[config.mk]
export PLATFORM = sky130hd
export DESIGN_NAME = alu_share_arbiter
export DESIGN_NICKNAME = d
export VERILOG_FILES = /design/src/rtl/alu_pkg.sv /design/src/rtl/alu_share_arbiter_rr_arb2.sv /design/src/rtl/alu_share_arbiter.sv
export SDC_FILE = /design/constraint.sdc
export NUM_CORES = 1
export LEC_CHECK = 0
export CAP_MARGIN = 20
export CELL_PAD_IN_SITES_DETAIL_PLACEMENT = 1
export CELL_PAD_IN_SITES_GLOBAL_PLACEMENT = 1
export CORE_MARGIN = 10
export CORE_UTILIZATION = 33
export DETAILED_ROUTE_END_ITERATION = 10
export PLACE_DENSITY = 0.95
export SKIP_CTS_REPAIR_TIMING = 1
export SYNTH_ARGS = -nofsm -noshare
export SYNTH_HDL_FRONTEND = slang
export SYNTH_HIERARCHICAL = 1
export SYNTH_SLANG_ARGS = --single-unit
[constraint.sdc]
create_clock -name clk -period 3 [get_ports clk]
set_input_delay 0.6 -clock clk [delete_from_list [all_inputs] [get_ports clk]]
set_output_delay 0.6 -clock clk [all_outputs]
set_load 0.05 [all_outputs]
[src/rtl/alu_pkg.sv]
// Shared constants for the ALU sharing block: widths, opcodes and FSM encoding.
package alu_pkg;

  localparam int ALU_W   = 32;
  localparam int ALU_OPW = 3;

  localparam logic [ALU_OPW-1:0] OP_SLA  = 3'b000;
  localparam logic [ALU_OPW-1:0] OP_SRAI = 3'b001;

  typedef enum logic [1:0] {
    ST_IDLE = 2'd0,
    ST_EXEC = 2'd1,
    ST_RESP = 2'd2
  } state_t;

endpackage

[src/rtl/alu_share_arbiter_rr_arb2.sv]
// Two-way combinational round-robin arbiter; prio names the preferred requester.
module rr_arb2 (
  input  logic [1:0] req,
  input  logic       prio,
  output logic [1:0] grant
);

  // Preferred requester wins when active, otherwise the other one.
  always_comb begin
    grant = 2'b00;
    if (prio == 1'b0) begin
      if (req[0]) begin
        grant = 2'b01;
      end else if (req[1]) begin
        grant = 2'b10;
      end else begin
        grant = 2'b00;
      end
    end else begin
      if (req[1]) begin
        grant = 2'b10;
      end else if (req[0]) begin
        grant = 2'b01;
      end else begin
        grant = 2'b00;
      end
    end
  end

endmodule

[src/rtl/alu_share_arbiter.sv]
// Shares one external combinational ALU between two requesters: arbitrate,
// drive the ALU for one cycle, then hold the tagged result until consumed.
module alu_share_arbiter
  import alu_pkg::*;
#(
  parameter int WIDTH = ALU_W,
  parameter int OPW   = ALU_OPW
) (
  input  logic               clk,
  input  logic               rst_n,
  input  logic [1:0]         req_valid,
  output logic [1:0]         req_ready,
  input  logic [2*WIDTH-1:0] req_a,
  input  logic [2*WIDTH-1:0] req_b,
  input  logic [2*OPW-1:0]   req_op,
  output logic [WIDTH-1:0]   alu_a,
  output logic [WIDTH-1:0]   alu_b,
  output logic [OPW-1:0]     alu_op,
  input  logic [WIDTH-1:0]   alu_c,
  output logic               rsp_valid,
  input  logic               rsp_ready,
  output logic [WIDTH-1:0]   rsp_data,
  output logic               rsp_id,
  output logic               busy
);

  state_t             state_r, state_n_s;
  logic               prio_r;
  logic               id_r;
  logic [WIDTH-1:0]   a_r, b_r, data_r;
  logic [OPW-1:0]     op_r;
  logic [1:0]         grant_s;
  logic               accept_s;

  rr_arb2 u_arb (
    .req   (req_valid),
    .prio  (prio_r),
    .grant (grant_s)
  );

  assign req_ready = (state_r == ST_IDLE) ? grant_s : 2'b00;
  assign accept_s  = |(req_valid & req_ready);

  // ALU inputs hold the last latched operands so they stay quiet outside EXEC.
  assign alu_a     = a_r;
  assign alu_b     = b_r;
  assign alu_op    = op_r;
  assign rsp_data  = data_r;
  assign rsp_id    = id_r;
  assign rsp_valid = (state_r == ST_RESP);
  assign busy      = (state_r != ST_IDLE);

  // Next-state logic for the IDLE -> EXEC -> RESP cycle.
  always_comb begin
    state_n_s = state_r;
    case (state_r)
      ST_IDLE: begin
        if (accept_s) begin
          state_n_s = ST_EXEC;
        end else begin
          state_n_s = ST_IDLE;
        end
      end
      ST_EXEC: state_n_s = ST_RESP;
      ST_RESP: begin
        if (rsp_ready) begin
          state_n_s = ST_IDLE;
        end else begin
          state_n_s = ST_RESP;
        end
      end
      default: state_n_s = ST_IDLE;
    endcase
  end

  // State register.
  always_ff @(posedge clk or negedge rst_n) begin
    if (!rst_n) begin
      state_r <= ST_IDLE;
    end else begin
      state_r <= state_n_s;
    end
  end

  // Operand latch on accept, result capture at the end of EXEC.
  always_ff @(posedge clk or negedge rst_n) begin
    if (!rst_n) begin
      prio_r <= 1'b0;
      id_r   <= 1'b0;
      a_r    <= {WIDTH{1'b0}};
      b_r    <= {WIDTH{1'b0}};
      op_r   <= {OPW{1'b0}};
      data_r <= {WIDTH{1'b0}};
    end else begin
      if (accept_s) begin
        id_r   <= grant_s[1];
        prio_r <= ~grant_s[1];
        a_r    <= grant_s[1] ? req_a[WIDTH +: WIDTH] : req_a[0 +: WIDTH];
        b_r    <= grant_s[1] ? req_b[WIDTH +: WIDTH] : req_b[0 +: WIDTH];
        op_r   <= grant_s[1] ? req_op[OPW +: OPW]    : req_op[0 +: OPW];
      end
      if (state_r == ST_EXEC) begin
        data_r <= alu_c;
      end
    end
  end

endmodule

==> metrics.md, run 1 <==
| Metric | Value |
|---|---|
| Wire length of the first global-routing pass | 26200 um |
| DRT Pass-1 Iters | 4 |
| Sink Count | 103 |
| Synthesized instance count | between 300 and 400 |
| Remaining max-slew budget at the tightest pin | 0.619 |
| Number of levels the H-tree was split into | 3 |
| Sequential area share after synthesis | 0.511 |
| Post-route setup slack | 0.463 ns |
| Setup repair after global routing missed its margin | false |
| Worst stage delay on the critical path | 0.57 ns |
| Number of global-route vias before repair | 4353 |
| Portion of the clock cycle consumed by the worst path in the final layout | 0.846 |
| Main flop type after synthesis | dfrtp_1 |
| Element type at the critical path end | output port |
| Effective utilization at floorplan | 0.334 |
| Number of distinct library cell variants in the gate-level netlist after synthesis | 18 |
| Initial drt markers | 83 |
| Worst Path Arrival | 1.94 ns |
| Synth Area per Inst | approximately 17 um^2 |
| Number of nets produced by synthesis | 476 |
| Pin count of the biggest net entering global routing | 47 |
| Post-placement setup slack | 0.395 ns |
| Die area | 0.0206 mm^2 |
| Antenna violations before repair | 0 |
| CTS tree | built |
| Buf+Inv Stages, Crit Path | 3 |
| Leakage component of the power | 3.46 nW |
| Maximum fanout along the worst path | 3 |
| Buffers added on ports | 274 |
| Kind of path behind the tightest hold check | in -> async |
| Worst Tran Pin Value | 0.570 ns |
| Synthesis-to-finish area growth | 63.8% |
| Num ports | 275 |
| Layout net count | 748 |
| Data required time of the worst path | 2.40 ns |
| DRT Wirelength | 17400 um |
| Min cycle time layout | 2.54 ns |
| Ordered cell list for the critical path | clkdlybuf4s50_1 -> a21boi_0 -> inv_1 -> nor2_1 -> buf_12 |
| Clock-pin slew on the worst setup and hold paths | 0.06 ns |
| Kind of cell adding the most delay to the critical path | buffers and inverters |
| Crit start category | primary input |
| Remaining global-route overflow | 0 |
| Worst IR drop on VDD | 0.820 mV |
| Fraction of synthesis flops using an asynchronous set or reset pin | 1.00 |
| Global-route total usage across every layer | 0.167 |
| Top cells by count, synth | dfrtp_1 (103), mux2_2 (91), mux2_4 (69) |
| Cell row count | 45 |
| Number of synthesized register bits | approximately 100 |
| DRC Markers | 0 |
| Fraction of layout instances using a drive strength above 1 | 0.323 |
| Final antenna-violating net count | 0 |
| Most common cell in the synthesized netlist | dfrtp_1 |
| Max-capacitance violation count | 0 |
| Routability congestion estimate from global placement | 0.752 |
| Total negative slack for setup checks | 0 ns |
| Routed length per placed instance | roughly 23 um |
| Filler cell count | around 1500 |
| Buffer levels on the longest clock path | 2 |
| Slowest-stage cell, CP | clkdlybuf4s50_1 |
| Root buffer cell | clkbuf_16 |
| Routed vias | 3612 |
| Final setup violating endpoints | 0 |
| Cell Pwr Density | approximately 1200 mW/mm^2 |
| Area of the mapped netlist | between 0.005 and 0.006 mm^2 |
| Worst clock skew | slightly above 0.009 ns |
| Number of antenna diodes | 0 |
| Share of the synthesized area in the top cell type | 0.511 |
| Die Span Y | 144 um |
| Post-detailed-route via-to-cell ratio | ~4.7 |
| Floorplan core area | ~0.015 mm^2 |
| Horizontal extent of the die | 144 um |
| Cell type contributing the most total cell area after synthesis | dfrtp_1 |
| Pwr Total | 10.0 mW |
| Max Slew Vio Count | 0 |
| Biggest area contributors in the synthesized netlist | dfrtp_1 (51%), mux2_4 (21%), mux2_2 (20%) |
| Count of flip-flops with a built-in enable after synthesis | 0 |
| Run status | completed |
| Kind of critical path | in -> out |
| Post-detail-place hpwl | 14200 um |
| Clock latency on the worst-skew pair | 0.34 ns |
| YS warnings | 6 |
| Clock buffers created by TritonCTS | 9 |
| Number of failing hold endpoints at the final stage | 0 |
| Maximum clock frequency | between 0.3 and 0.4 GHz |
registers in the layout (all words and copies together), names as in the netlist:
name      cells
alu_a        32
alu_b        32
rsp_data     32
alu_op        3
state_r       2
prio_r        1
rsp_id        1
cells by family (layout without fill, tap and decap cells):
logic type / Yosys count / count (layout) / synth area share
AO/OA/AOI/OAI: 4 / 4 / 0.00645
buffers and inverters: 24 / 301 / 0.0459
flip-flops: 103 / 103 / 0.511
multiplexers: 168 / 168 / 0.427
AND/OR/NAND/NOR: 6 / 6 / 0.00944
worst reg2reg max path, stage by stage, from the launching register on:
cell,delay [ns]
dfrtp_1,0.38
inv_1,0.08
a21boi_4,0.24
buf_4,0.35
mux2_1,0.40
mux2_4,0.27
final timing paths:
path / from / to / slack [ns] / cells after the start
worst max-delay path: req_valid[0] / req_ready[0] / 0.46 / 5
worst min-delay path: rst_n / alu_b[8] / 0.23 / 1
worst max register to register: prio_r / alu_a[16] / 1.17 / 5
worst min register to register: rsp_data[15] / rsp_data[15] / 0.51 / 1
max in group asynchronous: rst_n / rsp_data[14] / 2.10 / 2
min in group clk: rsp_data[15] / rsp_data[15] / 0.51 / 1
power by group:
part	total (mW)	internal, mW	switching, mW
combinational	6.23	2.57	3.66
sequential	2.54	2.11	0.437
clock	1.27	0.755	0.512
total	10.0	5.43	4.61
per-stage QoR:
step,hold WS [ns],instance area [um^2],util,std cells
3_3_place_gp,0.487,7930,0.526,754
3_5_place_dp,0.492,7930,0.526,754
4_1_cts,0.242,8260,0.547,770
6_report,0.228,8260,0.547,770
5_1_grt,0.261,8260,0.547,770
2_1_floorplan,0.304,5040,-,305
layout by cell type (no fill, tap or decap):
cell type	n
clkdlybuf4s50_1	271
dfrtp_1	103
mux2_2	91
mux2_4	69
clkbuf_16	9
mux2_1	8
buf_12	6
inv_1	4
buf_4	4
nor2_1	2
bufinv_16	2
or2b_1	1
nand2b_1	1
o21ai_0	1
or2_1	1
a22oi_2	1
nor2_8	1
clkbuf_8	1
clkinv_4	1
clkinv_2	1
clkinvlp_4	1
clkbuf_1	1
a21boi_0	1
a21boi_4	1
metal layers:
layer / vias to the layer above / wire (um) / track usage
met1: 1810 / 6060 / 0.166
li1: 1626 / - / -
met2: 157 / 9550 / 0.313
met3: 19 / 1550 / 0.0614
met4: 0 / 286 / 0.0527
met5: - / 0 / 0
cell type report:
cell class	count	area [um^2]	share of cell area
Timing Repair Buffer	281	2860	0.347
Sequential cell	103	2580	0.312
Multi-Input combinational cell	178	2240	0.272
Clock buffer	11	243	0.0294
Tap cell	188	235	0.0285
Clock inverter	5	81.3	0.00985
Inverter	4	15.0	0.00182
(Power assumes the default switching activity.)
==> inputs of run 2 (changes only) <==
--- a/config.mk
+++ b/config.mk
@@ -9,9 +9,9 @@
 export CELL_PAD_IN_SITES_DETAIL_PLACEMENT = 1
 export CELL_PAD_IN_SITES_GLOBAL_PLACEMENT = 1
 export CORE_MARGIN = 10
-export CORE_UTILIZATION = 33
+export CORE_UTILIZATION = 27
 export DETAILED_ROUTE_END_ITERATION = 10
-export PLACE_DENSITY = 0.95
+export PLACE_DENSITY = 0.88
 export SKIP_CTS_REPAIR_TIMING = 1
 export SYNTH_ARGS = -nofsm -noshare
 export SYNTH_HDL_FRONTEND = slang
==> constraint.sdc (replaced) <==
create_clock -name clk -period 2.1 [get_ports clk]
set_input_delay 0.42 -clock clk [delete_from_list [all_inputs] [get_ports clk]]
set_output_delay 0.42 -clock clk [all_outputs]
set_load 0.05 [all_outputs]
==> run 2 against run 1 <==
The run now ends with hold timing left. Die area is 19% higher. Clock skew is 0.0045 ns lower. Critical path depth is 1 higher. Sequential power is 43% higher. Global-route usage is 3.1 points lower. Via count hardly changed. Cell count is 6.4% higher. Largest cell class unchanged.
==> metrics.md, run 2 (same netlist as run 1, synthesis figures left out) <==
| Metric | Value |
|---|---|
| Final setup violating endpoints | 0 (unchanged) |
| Antenna violations before repair | 0 (unchanged) |
| Final antenna-violating net count | 0 (unchanged) |
| Run status | finished with violations (was completed) |
| Floorplan core area | 0.0181 mm^2 (was 0.0151 mm^2) |
| Global-route total usage across every layer | 0.136 (was 0.167) |
| CTS tree | built (unchanged) |
| Kind of path behind the tightest hold check | in -> async (unchanged) |
| Violations in the final reports | hold timing |
| Crit start category | register (was primary input) |
| Combined area of the multi-input logic cells | 0.00226 mm^2 (was 0.00224 mm^2) |
| Leakage component of the power | 3.53 nW (was 3.46 nW) |
| Filler cell count | 1847 (was 1478) |
| Data required time of the worst path | 1.68 ns (was 2.40 ns) |
| Depth of the worst register-to-register path | 6 (was 5) |
| Cell Pwr Density | 1710 mW/mm^2 (was 1220 mW/mm^2) |
| Die Span Y | 157 um (was 144 um) |
| Effective utilization at floorplan | 0.278 (was 0.334) |
| Pin count of the biggest net entering global routing | 52 (was 47) |
| Maximum fanout along the worst path | 10 (was 3) |
| DRT Pass-1 Iters | 4 (unchanged) |
| Initial drt markers | 62 (was 83) |
| Clock buffers created by TritonCTS | 9 (unchanged) |
| Cell row count | 49 (was 45) |
| Post-detailed-route via-to-cell ratio | 4.41 (was 4.69) |
| DRC Markers | 0 (unchanged) |
| Register-to-register path setup slack | 0.22 ns (was 1.17 ns) |
| Worst IR drop on VDD | 1.14 mV (was 0.820 mV) |
| Post-detail-place hpwl | 14000 um (was 14200 um) |
| Wire length of the first global-routing pass | 25800 um (was 26200 um) |
| Max Slew Vio Count | 0 (unchanged) |
| Worst Tran Pin Value | 0.562 ns (was 0.570 ns) |
| Sequential Area | 0.00258 mm^2 (about the same) |
| Critical Path Source | prio_r (was req_valid[0]) |
| Buffers added on ports | 274 (unchanged) |
| Remaining global-route overflow | 0 (unchanged) |
| Horizontal extent of the die | 157 um (was 144 um) |
| Die area | 0.0245 mm^2 (was 0.0206 mm^2) |
| Synthesis-to-finish area growth | 66.6% (was 63.8%) |
| Sink Count | 103 (unchanged) |
| Most frequent cells in the layout | clkdlybuf4s50_1 (267), dfrtp_1 (102), mux2_2 (91) (was clkdlybuf4s50_1 (271), dfrtp_1 (103), mux2_2 (91)) |
| Worst Path Arrival | 1.58 ns (was 1.94 ns) |
| Cell area after placement | 0.00802 mm^2 (was 0.00793 mm^2) |
| Kind of critical path | reg -> out (was in -> out) |
| Min cycle time layout | 2.00 ns |
| DRT Wirelength | 17100 um (was 17400 um) |
| Root buffer cell | clkbuf_16 (unchanged) |
| Routed vias | 3613 (was 3612) |
| Number of levels the H-tree was split into | 3 (unchanged) |
| Routability congestion estimate from global placement | 0.704 (was 0.752) |
| Maximum clock frequency | 0.501 GHz |
| Finished Cell Area | 0.00839 mm^2 (was 0.00826 mm^2) |
| Most common cell after layout, fill and taps aside | clkdlybuf4s50_1 (unchanged) |
| Clock latency on the worst-skew pair | 0.34 ns (about the same) |
| Fraction of layout instances using a drive strength above 1 | 0.344 (was 0.323) |
| Number of global-route vias before repair | 4280 (was 4353) |
| Endpoint of the most critical setup path | req_ready[1] (was req_ready[0]) |
| Num ports | 275 (unchanged) |
| Beginning of the worst register-to-register path | prio_r (unchanged) |
| Element type at the critical path end | output port (unchanged) |
| Routed length per placed instance | 20.9 um (was 22.7 um) |
| Capturing point of the worst reg2reg path | alu_b[21] (was alu_a[16]) |
| Number of failing hold endpoints at the final stage | 4 (was 0) |
| Portion of the clock cycle consumed by the worst path in the final layout | 0.950 |
| Buffer levels on the longest clock path | 2 (unchanged) |
| Clock-pin slew on the worst setup and hold paths | 0.07 ns (was 0.06 ns) |
| Worst clock skew | 0.00483 ns (was 0.00934 ns) |
| Worst hold slack across all endpoints | -0.00473 ns (was 0.228 ns) |
| Layout net count | 757 (was 748) |
| Max-capacitance violation count | 0 (unchanged) |
| Number of antenna diodes | 0 (unchanged) |
| Remaining max-slew budget at the tightest pin | 0.624 (was 0.619) |
==> run 2: per-stage QoR <==
step / instances / worst slack, ns / setup TNS, ns / utilization / total power, mW
after floorplan: 305 / 0.196 / 0 / - / 9.55
after global placement: 802 / -0.271 / -17.06 / 0.442 / 12.4
after detailed placement: 802 / -0.291 / -17.74 / 0.442 / 12.6
after CTS: 817 / -0.218 / -0.407 / 0.460 / 14.6
after global routing: 819 / -0.00261 / -0.00261 / 0.463 / 15.0
final: 819 / 0.104 / 0 / 0.463 / 14.4
==> run 2: per-layer routing <==
layer,vias up,GRT usage,share of wire
li1,1639,-,-
met1,1806,0.137,0.37
met2,150,0.252,0.53
met3,18,0.0554,0.084
met4,0,0.0391,0.015
met5,-,0,0
==> run 2: layout make-up <==
class | count | share of cell area
Timing Repair Buffer | 290 | 0.348
Sequential cell | 103 | 0.307
Multi-Input combinational cell | 178 | 0.269
Tap cell | 229 | 0.0341
Clock buffer | 11 | 0.0301
Clock inverter | 4 | 0.00924
Inverter | 4 | 0.00179
==> run 2: worst min-delay path by stage <==
stage	from	endpoint	slack, ns	depth (start not counted)
4_1_cts	rst_n	alu_a[10]	0.0004	1
5_1_grt	rst_n	alu_a[10]	0.005	1
2_1_floorplan	rst_n	alu_a[0]	0.12	0
3_5_place_dp	rst_n	alu_a[10]	0.38	1
3_3_place_gp	rst_n	alu_b[31]	0.36	1
6_report	rst_n	alu_a[5]	-0.005	1
==> run 2: worst max-delay path, cell delays in order, from the launching register on <==
cell	delay, ns
dfrtp_2	0.41
inv_1	0.08
a21boi_4	0.18
buf_8	0.17
inv_1	0.08
nor2_2	0.15
buf_12	0.16
==> run 2: power breakdown <==
group	switching [mW]	internal [mW]	leakage [nW]	total (mW)
registers	0.610	3.01	1.21	3.62
logic	5.22	3.70	2.16	8.92
clock network	0.740	1.11	0.162	1.85
